===== src/rtl/fxp_pkg.sv =====
// Shared fixed-point package: FSM state encoding, default word geometry and
// counter-width helper used by the fixed-point arithmetic blocks.
package fxp_pkg;

  typedef enum logic [1:0] {
    IDLE = 2'd0,
    CALC = 2'd1,
    DONE = 2'd2
  } fxp_state_t;

  localparam int FXP_N_DEF = 32;
  localparam int FXP_Q_DEF = 15;

  // Bit counter must hold N+Q-2, the index of the first quotient bit.
  function automatic int cnt_width(input int n, input int q);
    return $clog2(n + q);
  endfunction

endpackage


===== src/rtl/fxp_div.sv =====
// Sign-magnitude Q-format divider: restoring division, one quotient bit per
// cycle MSB first, with divide-by-zero and overflow saturation.
//
// Handshake: an operand pair transfers on a rising edge where in_valid and
// in_ready are both high; a result transfers on a rising edge where out_valid
// and out_ready are both high. out_valid, quotient and flags hold until then.
module fxp_div
  import fxp_pkg::*;
#(
  parameter int N = FXP_N_DEF,
  parameter int Q = FXP_Q_DEF
) (
  input  logic         clk,
  input  logic         rst_n,
  input  logic         in_valid,
  output logic         in_ready,
  input  logic [N-1:0] dividend,
  input  logic [N-1:0] divisor,
  output logic         out_valid,
  input  logic         out_ready,
  output logic [N-1:0] quotient,
  output logic         div_by_zero,
  output logic         overflow,
  output logic [1:0]   dbg_state
);

  localparam int MW = N - 1;        // magnitude width
  localparam int NW = MW + Q;       // numerator / raw quotient width
  localparam int DW = NW + MW - 1;  // divisor aligned to the top quotient bit
  localparam int CW = cnt_width(N, Q);

  fxp_state_t     r_state;
  logic [CW-1:0]  r_cnt;
  logic [NW-1:0]  r_rem;
  logic [NW-1:0]  r_quo;
  logic [DW-1:0]  r_dalign;
  logic           r_sign;
  logic           r_in_ready;
  logic           r_out_valid;
  logic [N-1:0]   r_quotient;
  logic           r_dbz;
  logic           r_ovf;

  logic [MW-1:0]  w_dvd_mag;
  logic [MW-1:0]  w_dvs_mag;
  logic           w_sign;
  logic           w_ge;
  logic [NW-1:0]  w_rem_sub;
  logic [NW-1:0]  w_quo_fin;
  logic           w_ovf_fin;
  logic [MW-1:0]  w_mag_fin;

  assign w_dvd_mag = dividend[N-2:0];
  assign w_dvs_mag = divisor[N-2:0];
  assign w_sign    = dividend[N-1] ^ divisor[N-1];

  // A set ge means the aligned divisor fits, so its bits above NW are zero.
  assign w_ge      = {{(DW-NW){1'b0}}, r_rem} >= r_dalign;
  assign w_rem_sub = r_rem - r_dalign[NW-1:0];
  assign w_quo_fin = r_quo | {{(NW-1){1'b0}}, w_ge};
  assign w_ovf_fin = |w_quo_fin[NW-1:MW];
  assign w_mag_fin = w_ovf_fin ? {MW{1'b1}} : w_quo_fin[MW-1:0];

  always_ff @(posedge clk or negedge rst_n) begin
    if (!rst_n) begin
      r_state     <= IDLE;
      r_cnt       <= '0;
      r_rem       <= '0;
      r_quo       <= '0;
      r_dalign    <= '0;
      r_sign      <= 1'b0;
      r_in_ready  <= 1'b1;
      r_out_valid <= 1'b0;
      r_quotient  <= '0;
      r_dbz       <= 1'b0;
      r_ovf       <= 1'b0;
    end else begin
      case (r_state)
        IDLE: begin
          if (in_valid) begin
            r_sign     <= w_sign;
            r_in_ready <= 1'b0;
            if (w_dvs_mag == '0) begin
              r_state     <= DONE;
              r_out_valid <= 1'b1;
              r_quotient  <= {w_sign, {MW{1'b1}}};
              r_dbz       <= 1'b1;
              r_ovf       <= 1'b0;
            end else begin
              r_state  <= CALC;
              r_cnt    <= CW'(N + Q - 2);
              r_rem    <= {w_dvd_mag, {Q{1'b0}}};
              r_dalign <= DW'(w_dvs_mag) << (NW - 1);
              r_quo    <= '0;
            end
          end
        end
        CALC: begin
          if (w_ge) begin
            r_rem <= w_rem_sub;
            r_quo <= r_quo | (NW'(1) << r_cnt);
          end
          r_dalign <= r_dalign >> 1;
          if (r_cnt == '0) begin
            r_state     <= DONE;
            r_out_valid <= 1'b1;
            r_quotient  <= {r_sign & (|w_mag_fin), w_mag_fin};
            r_dbz       <= 1'b0;
            r_ovf       <= w_ovf_fin;
          end else begin
            r_cnt <= r_cnt - 1'b1;
          end
        end
        DONE: begin
          if (out_ready) begin
            r_state     <= IDLE;
            r_out_valid <= 1'b0;
            r_in_ready  <= 1'b1;
          end
        end
        default: begin
          r_state     <= IDLE;
          r_out_valid <= 1'b0;
          r_in_ready  <= 1'b1;
        end
      endcase
    end
  end

  assign in_ready    = r_in_ready;
  assign out_valid   = r_out_valid;
  assign quotient    = r_quotient;
  assign div_by_zero = r_dbz;
  assign overflow    = r_ovf;
  assign dbg_state   = r_state;

endmodule


===== config.mk =====
export PLATFORM = sky130hd
export DESIGN_NAME = fxp_div
export DESIGN_NICKNAME = d
export VERILOG_FILES = /design/src/rtl/fxp_pkg.sv /design/src/rtl/fxp_div.sv
export SDC_FILE = /design/constraint.sdc
export NUM_CORES = 1
export LEC_CHECK = 0
export CORE_UTILIZATION = 63
export DETAILED_ROUTE_END_ITERATION = 16
export PLACE_DENSITY = 0.86
export REMOVE_ABC_BUFFERS = 1
export SLEW_MARGIN = 10
export SYNTH_ARGS = -nofsm -noshare
export SYNTH_HDL_FRONTEND = slang
export SYNTH_SLANG_ARGS = --single-unit

===== constraint.sdc =====
create_clock -name clk -period 8.44 [get_ports clk]
set_clock_uncertainty 0.15 [all_clocks]
set_input_delay 1.688 -clock clk [delete_from_list [all_inputs] [get_ports clk]]
set_output_delay 1.688 -clock clk [all_outputs]
set_load 0.005 [all_outputs]

---- After elaboration in Yosys (flattened, before gate mapping) ----
Index checks and enable logic that the tools add are counted.
storage, ports and cells
  flip-flop bits (word level) ............. 213
  output and inout port bits .............. 38
  input port bits ......................... 68
  logic and storage cells ................. 82
cells by class
  add/subtract/negate cells ............... 2
  equality and inequality tests ........... 9
  muxes and demuxes ....................... 39
  order comparisons ....................... 1
  shifts and indexed selects .............. 1
  reduce and logical (&&, ||, !) cells .... 14
  bitwise operators ....................... 5
operators by type and width
  cell                                                                number
  46-bit 2-to-1 mux                                                   6
  46-bit case mux with 2 select lines                                 2
  76-bit 2-to-1 mux                                                   2
  76-bit case mux with 2 select lines                                 1
  32-bit 2-to-1 mux                                                   3
  46-bit by 76-bit >= comparator with 1-bit output                    1
  32-bit case mux with 2 select lines                                 1
  46-bit by 1-bit OR with 46-bit output                               1
  46-bit OR                                                           1
  1-bit by 6-bit left shift with 46-bit output, first input constant  1
  46-bit subtractor                                                   1
  31-bit zero test                                                    1
  31-bit 2-to-1 mux                                                   1
  31-bit OR reduction                                                 1
  6-bit 2-to-1 mux                                                    3
  4-bit AND reduction                                                 4
  15-bit OR reduction                                                 1
  2-bit != test, second input constant                                7
  6-bit case mux with 2 select lines                                  1
  1-bit 2-to-1 mux                                                    10
  3-bit AND reduction                                                 3
  2-bit 2-to-1 mux                                                    4
  6-bit zero test                                                     1
  1-bit case mux with 3 select lines                                  2
  other kinds (11)                                                    12

---- Logic depth before layout (Yosys ltp) ----
Gate-level depths: netlist (run 1).
  depth in word-level cells ............... 8
  depth in mapped cells ................... 15
  gate-level depth less buffers ........... 14

---- Worst setup path before layout (run 1) ----
Ideal clock, no wire load.
  path kind ............................... input to register
  from .................................... in divisor[0]
  to ...................................... reg r_quotient[31] (netlist: quotient[31])
  path buffers ............................ 1
  setup slack ............................. 4.956 ns
  data required time ...................... 8.150 ns
  stages on the path ...................... 7
  data arrival time ....................... 3.194 ns
  library setup time ...................... 0.140 ns
  cells stage by stage .................... nor4_1 -> nand4_1 -> nor2_1 -> nand3_1 -> a21oi_1 -> clkbuf_1 -> o221ai_1
on the way
  word-level cells in the longest chain between the ends .. 3
RTL lines
  what                                  line            text
  start, declared                       fxp_div.sv:18   input logic [N-1:0] divisor,
  31-bit zero test                      fxp_div.sv:83   if (w_dvs_mag == '0) begin
  2-bit != test (no source line)        -
  4-bit AND reduction (no source line)  -
  end signal, assigned                  fxp_div.sv:86   r_quotient <= {w_sign, {MW{1'b1}}};
  end signal, assigned                  fxp_div.sv:107  r_quotient <= {r_sign & (|w_mag_fin), w_mag_fin};
  end, declared                         fxp_div.sv:40   logic [N-1:0] r_quotient;
No other way between the ends.
A chain may end at the register's enable or synchronous reset.

---- Worst setup path after layout (run 1) ----
  from .................................... in divisor[7]
  to ...................................... reg r_quo[38]
on the way
  word-level cells in the longest chain between the ends .. 3
RTL lines
  what                                  line            text
  31-bit zero test                      fxp_div.sv:83
  2-bit != test (no source line)        -
  4-bit AND reduction (no source line)  -
  end signal, assigned                  fxp_div.sv:101  r_quo <= r_quo | (NW'(1) << r_cnt);
  end, declared                         fxp_div.sv:35   logic [NW-1:0] r_quo;
No other way between the ends.

==> reports/qor.txt, run 1 <==
Setup-failing EPs final - 0
Sequential fraction of the synthesis area - 46.84%
Worst EP required - 8.69 ns
Mux contribution to synthesized area - 0.7145%
Inserted Diodes - 0
Port-buffer cells - 105
Syn. warnings - 0
Worst hold path depth - 2
Wire length per cell - 18.52 microns
Via density - 6.353
Avg Cell Area, Syn - 9.098 sq um
Lkg Pwr - 6.033 nW
Synth cell types - 71
Setup crit end kind - flop
I/O Pins - 106
Number of flops mapped to enable cells by yosys - 0
Xor/xnor cell area share of the yosys netlist - 3.001%
Design Power - 6.269 mW
Clk sinks - 213
RR Endpoint - r_quo[31]
Post-CTS Setup Bufs - 0
Setup crit start kind - input pin
Max-slew violation count - 0
Worst-case clock buffer depth - 3
Synth Cell Area - 11380 sq um
Clk_lat worst skew - 0.54 ns
Initial DRC Count - 784
Post-Layout Cell Count - 1555
Arr. time, crit path - 4.98 ns
Worst vdd ir - 0.3136 mV
Asr flop ratio synth - 100.0%
Compound-Gate Fraction of Synth Area - 21.97%
DIE AREA - 18610 sq um
Max stage delay cell, worst path - buf_4
Reg2Reg Setup Slack - 4.30 ns
Critical Path, Cell by Cell - clkdlybuf4s50_1 -> nor4_1 -> nand4_1 -> o21ai_0 -> a21oi_4 -> buf_4 -> o21ai_4 -> buf_4 -> nor3b_4 -> a31oi_1 -> nor2_1
Most frequent cells in the layout - dfrtp_1 (212), nand2_1 (153), nor2_1 (138), a21oi_1 (106), clkdlybuf4s50_1 (104)
Reg area - 5331 sq um
Critical path class - in -> reg
Hold path start - r_rem[28]
Util after Layout - 75.91%
Post-DRT Antenna Nets - 0
Routability cong. - 0.9072
Final design area excluding fillers - 13270 sq um
Worst path most repeated cell - buf_4
Max_slew headroom - 24.37%
# placed instances - 1513
Filler cells - 1177
Maximum Capacitance Violations - 0
TritonRoute pass-1 iters - 5
Area of the multi-input gates - 5494 sq um
# rows - 48
TritonCTS clock tree - done
Gr ovfl total - 0
CP peak stage delay - 0.62 ns
Simple logic cell fraction of the synthesized area - 16.43%
Total CTS buffers - 23
Layout cells sized above 1 - 6.015%
Critical Path Fanout Max - 106
DRC - 0
Root buf cell - clkbuf_16
Clock transition at path regs - 0.06 ns
Largest family of logic cells by synthesized area - compound AO/OA/AOI/OAI gates
Area growth syn-to-layout - 16.56%
HP Class - reg -> reg
Placed wire-length estimate - 18770 microns
Status - finished clean
Most common cell after layout, fill and taps aside - dfrtp_1
H-tree levels - 1
Total Wirelength - 28810 microns
Die height - 136.4 microns
Placed inst area - 12460 sq um
Pwr dens - 472.5 nW/um^2
Min cycle time layout - 4.732 ns
R2r worst-path depth - 13
Hold EP - r_rem[28]
Initial Util - 65.13%
Nets - 1434
Met2 Usage GRT - 51.18%
Initial antenna violation count - 0
Final worst path period share - 56.06%
R2R Path Start - r_dalign[0]
Met1 Use GR - 42.34%
Met3 Track Usage GR - 4.437%
Fin. Hold Viols - 0
Die X - 136.4 microns
Slew at the pin closest to its max-slew limit - 1.134 ns
Cts hold-fix bufs - 0
GRT Util Overall - 31.39%
Mapped Cells - 1251
Vias - 9879
CTS resizes - 0
Top_reg_cell synth - dfrtp_1
Vias in the first global route - 9645
Post-Synth Adder-Cell Area - 5.892%
Unrepaired setup endpoints after global routing - no
Yosys reg bits - 213
Core area - 17480 sq um
Largest net degree at the start of global routing - 108
GRT busiest layer - met2
Setup TNS - 0 ns
First-pass GRT wire length - 46790 microns
Fmax - 211.3 MHz
==> metrics by stage <==
step / setup WS [ns] / hold WS (ns)
floorplan: 2.305 / 0.3032
CTS: 3.729 / 0.3465
detailed placement: 3.234 / 0.3329
finish: 3.708 / 0.3441
global placement: 3.337 / 0.3229
global route: 3.446 / 0.3675
==> cell usage after synthesis (all sizes together), types with 21 or more instances <==
master / number / share of area (%)
o22a: 30 / 2.3
a21oi: 108 / 4.8
xnor2: 24 / 1.8
inv: 64 / 2.1
nor4: 29 / 1.7
o22ai: 47 / 2.6
dfrtp: 212 / 47
nand2: 153 / 5.0
o21ai: 54 / 2.5
nor2: 139 / 4.6
nor3: 21 / 1.1
buf: 23 / 1.3
a31oi: 60 / 3.3
ha: 52 / 5.7
clkbuf: 53 / 1.7
==> metal layers <==
layer / routed length [microns] / vias to the layer above
met1: 12260 / 4821
met4: 942 / 0
li1: - / 4600
met3: 1684 / 85
met5: 0 / -
met2: 13920 / 373
==> final cells by class <==
type / instances / area share, %
clock buffer: 33 / 5.149
timing repair buffer: 113 / 8.403
multi-input combinational: 898 / 41.41
inverter: 64 / 1.811
clock inverter: 9 / 0.9148
tap: 225 / 2.122
sequential: 213 / 40.19
==> kinds of logic (layout without fill, tap and decap cells) <==
group,Yosys count,in the layout
simple gates,412,412
compound gates,386,386
mux,8,8
xor+xnor,39,39
buf+inv,140,219
fa+ha+maj,53,53
flops,213,213
==> registers in the layout, indices dropped and copies added (netlist names), 2 cells and up <==
name	flops
r_dalign	76
r_cnt	6
r_quo	46
dbg_state	2
r_rem	46
quotient	32
==> where the power goes <==
group	switching, mW	leakage, nW	internal (mW)
logic	1.98	2.93	1.47
clock network	0.426	0.393	0.630
registers	0.311	2.71	1.45
total	2.72	6.03	3.55
==> worst max-delay path by stage <==
stage | startpoint | to | slack, ns
2_1_floorplan | divisor[11] | r_quo[37] | 2.31
3_3_place_gp | divisor[7] | r_quo[37] | 3.34
3_5_place_dp | divisor[7] | r_quo[38] | 3.23
4_1_cts | divisor[7] | r_quo[38] | 3.73
5_1_grt | divisor[3] | r_quo[38] | 3.45
6_report | divisor[7] | r_quo[38] | 3.71
==> critical path: cells and delay by family <==
| kind | cells | cell delay [ns] |
|---|---|---|
| buf+inv | 3 | 1.52 |
| simple gates | 4 | 0.77 |
| compound gates | 4 | 0.96 |
Power figures use the tool's default switching activity.
==> run 2, diff against run 1 <==
--- a/config.mk
+++ b/config.mk
@@ -5,9 +5,9 @@
 export SDC_FILE = /design/constraint.sdc
 export NUM_CORES = 1
 export LEC_CHECK = 0
-export CORE_UTILIZATION = 63
+export CORE_UTILIZATION = 53
 export DETAILED_ROUTE_END_ITERATION = 16
-export PLACE_DENSITY = 0.86
+export PLACE_DENSITY = 0.77
 export REMOVE_ABC_BUFFERS = 1
 export SLEW_MARGIN = 10
 export SYNTH_ARGS = -nofsm -noshare
==> constraint.sdc (replaced) <==
create_clock -name clk -period 3.9 [get_ports clk]
set_clock_uncertainty 0.15 [all_clocks]
set_input_delay 0.78 -clock clk [delete_from_list [all_inputs] [get_ports clk]]
set_output_delay 0.78 -clock clk [all_outputs]
set_load 0.005 [all_outputs]
==> reports/qor.txt, run 2 (synthesized netlist as in run 1, its figures left out) <==
Status - finished clean
Post-CTS Setup Bufs - 0
Area growth syn-to-layout - 18.27%
Gr ovfl total - 0
Most frequent cells in the layout - dfrtp_1 (212), nand2_1 (153), nor2_1 (138), a21oi_1 (106), clkdlybuf4s50_1 (104)
Max_slew headroom - 47.02%
H-tree levels - 1
Wire length per cell - 17.02 microns
TritonCTS clock tree - done
Critical Path Fanout Max - 13
Slew at the pin closest to its max-slew limit - 0.7948 ns
Layout cells sized above 1 - 7.058%
Initial DRC Count - 615
Arr. time, crit path - 3.96 ns
Initial Util - 54.15%
Most common cell after layout, fill and taps aside - dfrtp_1
Worst EP required - 4.18 ns
Sequential power share - 27.8%
Int Power - 7.723 mW
Largest net degree at the start of global routing - 86
TritonRoute pass-1 iters - 5
Max FFs per register - 76
Total Wirelength - 27600 microns
Reg2Reg Setup Slack - 0.22 ns
R2r worst-path depth - 14
Max-slew violation count - 0
Setup crit start kind - flop
HP Class - in -> async
Total CTS buffers - 24
Clk sinks - 213
Clock transition at path regs - 0.06 ns
Post-DRT Antenna Nets - 0
NetSw - 5.777 mW
Util after Layout - 64.04%
DRC - 0
Hold_ws - 0.1564 ns
Worst-case clock buffer depth - 3
Vias - 9527
CTS resizes - 0
Fmax - 271.8 MHz
Final worst path period share - 94.33%
Gate power share - 55.6%
DIE AREA - 22070 sq um
First-pass GRT wire length - 45540 microns
Most flops, register - r_dalign
R2R Path Start - r_rem[0]
Root buf cell - clkbuf_16
Vias in the first global route - 9217
Core area - 21020 sq um
Design Power - 13.50 mW
Fin. Hold Viols - 0
Lkg Pwr - 6.112 nW
Setup crit end kind - flop
Sw frac - 42.79%
RR Endpoint - r_rem[17]
Cts hold-fix bufs - 0
Clk_lat worst skew - 0.52 ns
Nets - 1450
Maximum Capacitance Violations - 0
Biggest regs - r_dalign x76, r_quo x46, r_rem x46
Setup-failing EPs final - 0
Min cycle time layout - 3.679 ns
Via density - 5.877
Pwr dens - 1003 nW/um^2
Die X - 148.5 microns
GRT Util Overall - 25.18%
Placed inst area - 12650 sq um
Placed wire-length estimate - 18850 microns
Worst vdd ir - 0.4387 mV
I/O Pins - 106
Clk pwr share - 16.7%
Routability cong. - 0.8801
Inserted Diodes - 0
Initial antenna violation count - 0
Port-buffer cells - 105
# rows - 53
Final design area excluding fillers - 13460 sq um
Critical path class - reg -> reg
Die height - 148.5 microns
Unrepaired setup endpoints after global routing - yes
## run 2: cell count changes in the layout (fill, tap and decap cells not counted), sizes merged
cell      previous run  this run
buf                  8        22
o21ai               54        55
clkinvlp             2         1
clkbuf              34        32
inv                 66        65
clkinv               3         8
## run 2: routing by layer
| metal | global-route usage, % | vias to the layer above | routed length, microns |
|---|---|---|---|
| met5 | 0 | - | 0 |
| met2 | 41.96 | 239 | 13310 |
| li1 | - | 4629 | - |
| met3 | 3.067 | 44 | 1225 |
| met4 | 7.010 | 0 | 597 |
| met1 | 34.58 | 4615 | 12460 |
## run 2: final cells by class
| cell class | count | area, sq um |
|---|---|---|
| flip-flops and latches | 213 | 5331 |
| repair buffers | 127 | 1249 |
| fillers | 1733 | 7560 |
| inverters | 64 | 240.2 |
| well taps | 275 | 344.1 |
| clock buffers | 31 | 656.9 |
| multi-input cells | 899 | 5509 |
| clock inverters | 12 | 131.4 |
## run 2: power groups by stage
stage	clock network [mW]	logic [mW]	registers [mW]
global placement	0	7.21	3.73
detailed placement	0	7.38	3.76
CTS	2.28	7.44	3.74
global route	2.37	8.36	3.86
finish	2.25	7.50	3.75
floorplan	0	5.47	3.64
## run 2: worst max-delay path by stage
stage,start,end,slack (ns)
global placement,divisor[19],r_quo[29],0.21
floorplan,divisor[11],r_quo[37],-1.33
detailed placement,r_rem[0],r_rem[17],0.09
global route,r_rem[0],r_rem[45],-0.02
finish,r_rem[0],r_rem[17],0.22
CTS,r_rem[0],r_rem[17],0.06
## run 2: through the flow
stage	cells	TNS [ns]	setup slack (ns)
floorplan	1175	-95.44	-1.327
global placement	1577	0	0.2100
detailed placement	1577	0	0.09267
CTS	1620	0	0.05748
global route	1621	-0.03428	-0.01619
finish	1621	0	0.2213
## run 2: critical path, stage by stage, from the launching register on
cell      delay, ns
dfrtp_1        0.36
inv_1          0.07
ha_1           0.16
inv_1          0.05
fa_1           0.42
a211oi_2       0.25
o21bai_1       0.12
a21oi_1        0.15
o21ai_1        0.09
a41o_1         0.27
o31a_2         0.37
o21ai_4        0.63
buf_6          0.24
a21oi_1        0.05
a21oi_1        0.18
==> edit, RTL diff (config.mk and constraints of run 1) <==
Set the package constant `FXP_N_DEF` to 16 (it was 32).
--- a/src/rtl/fxp_pkg.sv
+++ b/src/rtl/fxp_pkg.sv
@@ -8,7 +8,7 @@
     DONE = 2'd2
   } fxp_state_t;
 
-  localparam int FXP_N_DEF = 32;
+  localparam int FXP_N_DEF = 16;
   localparam int FXP_Q_DEF = 15;
 
   // Bit counter must hold N+Q-2, the index of the first quotient bit.
Interface: changed (resized dividend, divisor and quotient); port bits go from 106 to 58. The function was not compared with the original's and may differ.
==> edit against run 1 <==
Sequential power is 38% lower. Sequential cell count shrank 81. Highest routed layer unchanged. First-iteration DRC count decreased by 36%. Combinational power decreased by 37%. Design area down 34%. Worst setup slack better by 0.17 ns. Area after synthesis fell by 34%. Final cell count shrank 36%. Non-clock buffer count is 49 lower. Wire length is 36% lower. Total power shrank 36%. Clock power down 30%.
==> edit: results (changes against run 1) <==
- Data arrival time of the worst path: 4.68 ns (was 4.98 ns)
- Final critical-path required period: 4.56 ns (was 4.73 ns)
- Power Combinational: 0.00216 W (was 0.00345 W)
- Wl on met1: 7860 um (was 12300 um)
- Routing usage on met3: 7.60% (was 4.44%)
- Worst reg2reg path endpoint: r_rem[4] (was r_quo[31])
- Overall routing resource usage: 31.1% (was 31.4%)
- Cells after DPL: 967 (was 1513)
- Buffer depth of the longest clock path: 2 (was 3)
- Average wire per standard cell: 18.3 um (was 18.5 um)
- CTS H-Tree Depth: 4 (was 1)
- Result of the run: completed (unchanged)
- Met2 GRT Util: 49.2% (was 51.2%)
- Worst min-delay path endpoint: r_dalign[17] (was r_rem[28])
- Critical Path Fanout Max: 40 (was 106)
- Category of the worst setup path launch point: register (was input pin)
- Met2 WL post-DR: 8800 um (was 13900 um)
- IO Port Bufs: 57 (was 105)
- Total non-filler cell area in the finished layout: 8700 um2 (was 13300 um2)
- Library cell contributing the largest single delay on the critical path: sky130_fd_sc_hd__and2_1 (was sky130_fd_sc_hd__buf_4)
- Total placed instance area: 8090 um2 (was 12500 um2)
- Amount of wire on met3 after detailed routing: 1200 um (was 1680 um)
- Synth top cells by count: sky130_fd_sc_hd__dfrtp_1 (131), sky130_fd_sc_hd__nand2_1 (95), sky130_fd_sc_hd__o21ai_0 (71) (was sky130_fd_sc_hd__dfrtp_1 (212), sky130_fd_sc_hd__nand2_1 (153), sky130_fd_sc_hd__nor2_1 (139))
- Final estimated routing congestion in global placement: 0.916 (was 0.907)
- Overall via count from detail_route: 6371 (was 9879)
[edit: final cells by class]
| class | instances | area share, % |
|---|---|---|
| Clock buffer | 19 | 5.21 |
| Inverter | 46 | 1.98 |
| Clock inverter | 13 | 1.61 |
| Sequential cell | 132 | 38.0 |
| Multi-Input combinational cell | 583 | 43.9 |
| Tap cell | 143 | 2.06 |
| Timing Repair Buffer | 64 | 7.28 |
[edit: worst reg2reg max path: cells and delay by family (launching register included)]
family / cells / cell delay [ns]
AND/OR/NAND/NOR: 1 / 0.78
buffers and inverters: 3 / 0.63
adder cells (fa/ha/maj): 2 / 0.60
AO/OA/AOI/OAI: 7 / 1.84
flip-flops: 1 / 0.40
[edit: cells by family (layout without fill, tap and decap cells)]
logic type / after synthesis / in the layout / share of synthesized area [%]
mux: 26 / 26 / 3.99
flops: 132 / 132 / 44.1
compound gates: 252 / 252 / 22.2
xor+xnor: 25 / 25 / 2.92
fa+ha+maj: 36 / 36 / 6.12
simple gates: 244 / 244 / 15.6
buf+inv: 94 / 142 / 5.10
